$ cat config.mk
export PLATFORM = sky130hd
export DESIGN_NAME = countdown_timer
export DESIGN_NICKNAME = d
export VERILOG_FILES = /design/src/rtl/counter_pkg.sv /design/src/rtl/countdown_timer.sv
export SDC_FILE = /design/constraint.sdc
export NUM_CORES = 1
export LEC_CHECK = 0
export ABC_CLOCK_PERIOD_IN_PS = 2900
export BUFFER_PORTS_ARGS = -buffer_cell sky130_fd_sc_hd__buf_4
export CAP_MARGIN = 15
export CORE_MARGIN = 2
export CORE_UTILIZATION = 45
export DETAILED_ROUTE_END_ITERATION = 12
export HOLD_SLACK_MARGIN = 0.1
export PLACE_DENSITY = 0.72
export RECOVER_POWER = 25
export SLEW_MARGIN = 10
export SYNTH_ARGS = -nofsm -noshare
export SYNTH_HDL_FRONTEND = slang
export SYNTH_SLANG_ARGS = --single-unit
$ cat constraint.sdc
create_clock -name CLK -period 2.9 [get_ports CLK]
set_clock_uncertainty 0.2 [all_clocks]
set_input_delay 0.145 -clock CLK [delete_from_list [all_inputs] [get_ports CLK]]
set_output_delay 0.145 -clock CLK [all_outputs]
set_load 0.01 [all_outputs]
$ cat src/rtl/counter_pkg.sv
// Shared definitions for the countdown timer: FSM state encoding and default width.
package counter_pkg;

    localparam int unsigned DEFAULT_SIZE = 8;

    typedef enum logic [1:0] {
        S_IDLE = 2'd0,
        S_RUN  = 2'd1,
        S_DONE = 2'd2
    } state_t;

endpackage : counter_pkg

$ cat src/rtl/countdown_timer.sv
// Loadable down-counter with a one-cycle expiry pulse and optional auto-reload.
// A load is taken only while idle; ABORT cancels from any state and wins over a load.
module countdown_timer
    import counter_pkg::*;
#(
    parameter int unsigned SIZE        = DEFAULT_SIZE,
    parameter int unsigned AUTO_RELOAD = 0
) (
    input  logic            CLK,
    input  logic            RESET_N,
    input  logic            LOAD_VALID,
    output logic            LOAD_READY,
    input  logic [SIZE-1:0] LOAD_VALUE,
    input  logic            ENABLE,
    input  logic            ABORT,
    output logic [SIZE-1:0] VALUE,
    output logic            BUSY,
    output logic            DONE
);

    state_t          state, state_nxt;
    logic [SIZE-1:0] value_q, value_nxt;
    logic [SIZE-1:0] reload_q, reload_nxt;

    // State, count and reload registers; reset clears everything asynchronously.
    always_ff @(posedge CLK or negedge RESET_N) begin
        if (!RESET_N) begin
            state    <= S_IDLE;
            value_q  <= '0;
            reload_q <= '0;
        end else begin
            state    <= state_nxt;
            value_q  <= value_nxt;
            reload_q <= reload_nxt;
        end
    end

    // Next-state and next-count decode.
    always_comb begin
        state_nxt  = state;
        value_nxt  = value_q;
        reload_nxt = reload_q;
        if (ABORT) begin
            state_nxt = S_IDLE;
            value_nxt = '0;
        end else begin
            case (state)
                S_IDLE: begin
                    if (LOAD_VALID) begin
                        value_nxt  = LOAD_VALUE;
                        reload_nxt = LOAD_VALUE;
                        state_nxt  = (LOAD_VALUE != '0) ? S_RUN : S_DONE;
                    end
                end
                S_RUN: begin
                    if (ENABLE) begin
                        // Reaching 1 (or a defensive 0) expires instead of decrementing,
                        // so the count can never wrap.
                        if (value_q > SIZE'(1)) begin
                            value_nxt = value_q - SIZE'(1);
                        end else begin
                            value_nxt = '0;
                            state_nxt = S_DONE;
                        end
                    end
                end
                S_DONE: begin
                    if (AUTO_RELOAD != 0) begin
                        value_nxt = reload_q;
                        state_nxt = (reload_q != '0) ? S_RUN : S_IDLE;
                    end else begin
                        state_nxt = S_IDLE;
                    end
                end
                default: begin
                    state_nxt = S_IDLE;
                    value_nxt = '0;
                end
            endcase
        end
    end

    // Outputs decoded from registered state only.
    always_comb begin
        VALUE      = value_q;
        LOAD_READY = (state == S_IDLE);
        BUSY       = (state == S_RUN) || (state == S_DONE);
        DONE       = (state == S_DONE);
    end

endmodule : countdown_timer
==> results of run 1 <==
==> metal layers <==
metal / vias up / track usage
li1: 427 / -
met1: 417 / 0.3246
met3: 5 / 0.03175
met2: 37 / 0.3750
met4: 0 / 0.1086
met5: - / 0
==> cells by family after synthesis <==
family,synth area share
AO/OA/AOI/OAI,0.2873
adder cells (fa/ha/maj),0.07937
buffers and inverters,0.05872
flip-flops,0.3175
AND/OR/NAND/NOR,0.2571
==> timing repair <==
action | 4_1_cts | 5_1_grt
endpoints found under the setup margin | 0 | 0
endpoints found under the hold margin | 19 | 0
hold buffers | 12 | 0
==> worst paths after layout <==
path | start | slack (ns) | end | cells past startpoint
setup / recovery | state[1]$_DFFE_PN0P_ | 0.35 | VALUE[1]$_DFFE_PN0P_ | 7
hold / removal | LOAD_VALUE[7] | 0.12 | state[1]$_DFFE_PN0P_ | 5
setup reg to reg | state[1]$_DFFE_PN0P_ | 0.35 | VALUE[1]$_DFFE_PN0P_ | 7
hold reg to reg | state[0]$_DFFE_PN0P_ | 0.40 | state[0]$_DFFE_PN0P_ | 2
max in group asynchronous | RESET_N | 1.45 | VALUE[1]$_DFFE_PN0P_ | 3
min in group asynchronous | RESET_N | 0.71 | VALUE[5]$_DFFE_PN0P_ | 3
==> critical path, stage by stage, from the launching register on <==
cell,delay [ns]
dfrtp_1,0.39
inv_1,0.10
ha_1,0.41
nor2b_1,0.35
nor3_1,0.08
buf_4,0.18
a211oi_1,0.20
dlygate4sd3_1,0.57
==> cells in the mapped netlist, types with 2 or more instances <==
cell	instances	area, sq um
a2111oi_0	2	17.52
inv_1	8	30.03
clkbuf_1	3	11.26
o21ai_1	2	10.01
nand2_1	7	26.28
nand3b_1	2	15.01
nor4_1	5	31.28
nor2_1	8	30.03
or2_2	2	12.51
a41oi_1	2	17.52
o21ai_0	8	40.04
a311oi_1	2	17.52
dfrtp_1	10	250.2
ha_1	5	62.56
nand3_1	2	10.01
a2bb2oi_1	2	17.52
nor2b_1	2	12.51
a32o_1	3	30.03
nor3_1	4	20.02
a211oi_1	2	15.01
or4_4	2	22.52
==> final cells by class <==
type / count / area share
well taps: 17 / 0.01927
repair buffers: 36 / 0.2483
flip-flops and latches: 10 / 0.2268
clock buffers: 4 / 0.03288
inverters: 8 / 0.02721
multi-input cells: 71 / 0.4456
==> sequential cells by signal (all words and copies together) (netlist names) <==
register	flops
state	2
VALUE	8
==> through the flow <==
stage / instance area [sq um] / hold WS, ns / utilization / power [uW] / worst slack (ns)
global placement: 973.4 / -0.2147 / 0.5763 / 1074 / 0.7269
finish: 1104 / 0.1154 / 0.6533 / 1216 / 0.3521
floorplan: 788.3 / -0.3506 / - / 828.0 / 0.8445
CTS: 1130 / 0.1217 / 0.6689 / 1243 / 0.3733
detailed placement: 973.4 / -0.2119 / 0.5763 / 1084 / 0.6827
global route: 1104 / 0.1419 / 0.6533 / 1315 / 0.1904
==> report_power, final <==
group | switching [uW] | leakage [uW] | internal (uW)
Combinational | 435 | 0.000331 | 354
Clock | 56.5 | 0.0000210 | 76.4
Sequential | 95.9 | 0.000132 | 199
Total | 587 | 0.000485 | 629
==> metrics, run 1 <==
First DRT Iteration DRCs=36; Synth Cell Area=788.3 sq um; most frequent cells in the layout=buf_4, dlygate4sd3_1, dfrtp_1; clk buf depth=2; Yosys warnings=0; placed cells=130; Reg area=about 250 sq um; period utilization=0.8786; CTS resizes=0; pin count of the biggest net entering global routing=13; CTS Root Cell=clkbuf_4; synth unique cells=31; GRT Total Usage=0.2401; Buffers on Ports=23; clock-pin transition on the worst setup and hold timing paths=around 0.07 ns; Worst EP required=2.92 ns; Fin. Hold Viols=0; TritonCTS clock tree=built; setup violators final=0; diode count=0; register area share after synthesis=0.3175; Post-CTS Repair Setup Buffers=0; DRT antenna net count=0; final WL=roughly 2200 um; initial antenna violation count=0; WS Path Type=reg2reg; commonest non-fill, non-tap cell in the layout=buf_4; Post-synth EDFFs=0; setup TNS=0 ns; Remaining DRCs=0; Die ar.=roughly 0.0021 sq mm; Crit. End Element=register; share of cells above drive strength 1=0.2016; TritonRoute pass-1 iters=4; Fill cells=about 140; Starting Density=0.4667; DPL Wire Length=between 1500 and 2000 um; CP arrival=around 2.6 ns; Rel. slew slack=0.4851; leakage=a little under 0.0005 uW; met2 wire length=1056 um; Peak VDD IR=roughly 0.6 mV; max-cap viol count=0; H-tree depth=1; Synth async-reset ratio=1.000; Post-synth top flop=dfrtp_1; worst skew pair latency=around 0.28 ns; #FFs+latches synth=10; cell count after synthesis=93; WL met1=1029 um; Die Ht=45.86 um; Hold Path Class=in2reg; GP Congestion=0.8749; synthesis-to-finish area growth=40.00%; global-route wire length before repair=approximately 3600 um; max-slew violations=0; metal3 WL=~120 um; outcome=finished, final reports clean; minimum clock period=about 2.5 ns; Slew @ Worst Pin=0.7653 ns; RSZ-0062 raised after global routing=no; final non-filler cell total=approximately 150; gr ovfl total=0; vias in the first global route=~800; Avg Cell Area, Syn=roughly 8.5 sq um; drt via density=6.068; clock sinks=10; Vias=886; DR top layer=met4; Core ar.=0.001689 sq mm; CTS Buf Count=3; Nets=about 150; # rows=15; IO Pins=24; crit start category=register; width of the die=between 40 and 50 um; per-cell routed wire length=between 15 and 20 um; fmax=392.5 MHz; CP max FO=12; Synth Net Count=between 100 and 150; area occupied by multi-input gates=roughly 500 sq um; Pwr per Cell Area=around 1100 mW/mm^2
No activity file was read; power rests on OpenSTA's default activity.
==> inputs of run 2 (changes only) <==
--- a/config.mk
+++ b/config.mk
@@ -11,6 +11,7 @@
 export CORE_MARGIN = 2
 export CORE_UTILIZATION = 45
 export DETAILED_ROUTE_END_ITERATION = 12
+export GPL_TIMING_DRIVEN = 0
 export HOLD_SLACK_MARGIN = 0.1
 export PLACE_DENSITY = 0.72
 export RECOVER_POWER = 25
==> metrics, run 2 (synthesized netlist as in run 1, its figures left out) <==
Die ar.=0.002103 sq mm (unchanged); setup violators final=0 (unchanged); clock sinks=10 (unchanged); initial antenna violation count=0 (unchanged); drt via density=6.027 (-0.69%); max-slew violations=0 (unchanged); hold depth=5 (unchanged); WS Path Type=reg2reg; Crit path buffers/inverters=2 (-1); placed cells=132 (+1.5%); Slew @ Worst Pin=0.7632 ns (-0.002080 ns); worst skew pair latency=0.28 ns (about the same); Peak VDD IR=0.6755 mV (+11%); setup TNS=0 ns (unchanged); crit-path cells=inv_1 > ha_1 > or2_2 > a2111oi_0 > o21ai_0 > a311oi_1 > dlygate4sd3_1; minimum clock period=2.749 ns (+0.2014 ns); worst r2r dst=VALUE[5]$_DFFE_PN0P_; Post-CTS Repair Setup Buffers=0 (unchanged); synthesis-to-finish area growth=41.75%; worst r2r src=VALUE[0]$_DFFE_PN0P_; CTS Buf Count=3 (unchanged); diode count=0 (unchanged); DRT antenna net count=0 (unchanged); Setup crit start=VALUE[0]$_DFFE_PN0P_; Hold Path Class=in2reg; width of the die=45.86 um (unchanged); Crit path depth=7 (unchanged); Buffers on Ports=22 (-4.3%); Pwr per Cell Area=1079 mW/mm^2 (-2.0%); most frequent cells in the layout=buf_4, dlygate4sd3_1, dfrtp_1; commonest non-fill, non-tap cell in the layout=buf_4; RSZ-0062 raised after global routing=no; TritonRoute pass-1 iters=4 (unchanged); R2R Setup Slk=0.15 ns (-0.20 ns); clock-pin transition on the worst setup and hold timing paths=0.07 ns (about the same); outcome=finished, final reports clean; GRT Total Usage=0.2459 (+0.005813); H-tree depth=1 (unchanged); fmax=363.7 MHz (-7.3%); TritonCTS clock tree=built; Worst EP required=2.92 ns (about the same); final WL=2184 um (-2.6%); IO Pins=24 (unchanged); leakage=0.0004936 uW (+1.8%); Starting Density=0.4667 (unchanged); CTS Root Cell=clkbuf_4; Crit. End Element=register; Fin. Hold Viols=0 (unchanged); Hold Path Sink=state[1]$_DFFE_PN0P_; global-route wire length before repair=3636 um (-0.19%); FF-to-FF path depth=7 (unchanged); pin count of the biggest net entering global routing=11 (-2); Nets=152 (+2.7%); per-cell routed wire length=14.66 um (-4.6%); DPL Wire Length=1555 um (-3.6%); max-cap viol count=0 (unchanged); First DRT Iteration DRCs=40 (+11%); Remaining DRCs=0 (unchanged); Die Ht=45.86 um (unchanged); max FFs per register=8 (unchanged); CP max FO=8 (-4); Worst path top cell family by delay=compound AO/OA/AOI/OAI gates; vias in the first global route=799 (-0.25%); Vias=898 (+1.4%); final non-filler cell total=149 (+2.1%); hold wc startpoint=LOAD_VALUE[7]; share of cells above drive strength 1=0.2045 (+0.002995); Core ar.=0.001689 sq mm (unchanged); GP Congestion=0.8311 (-5.0%); Max stage delay on crit path=0.59 ns (+0.02 ns); clk buf depth=2 (unchanged); crit start category=register; CP arrival=2.77 ns (+0.21 ns); period utilization=0.9480 (+0.06945); Critical Path Slowest Stage Cell=dlygate4sd3_1; gr ovfl total=0 (unchanged); # rows=15 (unchanged); Rel. slew slack=0.4865 (+0.001400)
-- run 2: report_power, final --
part           switching, uW  internal [uW]
clock network           50.9           48.1
registers               96.9            200
logic                    438            371
-- run 2: how the worst max path moves through the flow --
stage / end / slack (ns)
after CTS: VALUE[5]$_DFFE_PN0P_ / 0.17
after global routing: VALUE[5]$_DFFE_PN0P_ / 0.008
after global placement: VALUE[4]$_DFFE_PN0P_ / 0.61
final: VALUE[5]$_DFFE_PN0P_ / 0.15
after floorplan: VALUE[5]$_DFFE_PN0P_ / 0.84
after detailed placement: VALUE[4]$_DFFE_PN0P_ / 0.61
-- run 2: repair_timing --
item	CTS	global route
gates resized for setup	0	3
endpoints found under the hold margin	19	0
hold buffers	14	0
endpoints found under the setup margin	0	2
-- run 2: layer usage --
| layer | track usage | up-vias | routed length [um] |
|---|---|---|---|
| li1 | - | 441 | - |
| met1 | 0.3512 | 409 | 982 |
| met2 | 0.3472 | 43 | 972 |
| met3 | 0.05952 | 5 | 185 |
| met4 | 0.1086 | 0 | 44 |
| met5 | 0 | - | 0 |
-- run 2: cell type report --
cell class                      instances  area, sq um
Tap cell                               17        21.27
Clock buffer                            3        22.52
Fill cell                             144        571.8
Sequential cell                        10        251.5
Timing Repair Buffer                   36        282.8
Buffer                                  4        17.52
Inverter                                8        30.03
Multi-Input combinational cell         71        491.7
-- run 2: worst min-delay path, delay by kind of cell --
kind                   cells  cell delay, ns
AOI/OAI and AO/OA          1            0.09
buffers and inverters      1            0.08
and+or+nand+nor            3            0.23
-- run 2: through the flow --
| step | area, sq um | util | setup slack, ns | total power (uW) | hold slack, ns |
|---|---|---|---|---|---|
| 2_1_floorplan | 788.3 | - | 0.8445 | 828.0 | -0.3506 |
| 3_3_place_gp | 974.7 | 0.5770 | 0.6111 | 1066 | -0.2177 |
| 3_5_place_dp | 974.7 | 0.5770 | 0.6055 | 1076 | -0.2149 |
| 4_1_cts | 1137 | 0.6733 | 0.1657 | 1219 | 0.1012 |
| 5_1_grt | 1117 | 0.6615 | 0.007574 | 1318 | 0.1273 |
| 6_report | 1117 | 0.6615 | 0.1507 | 1206 | 0.1031 |
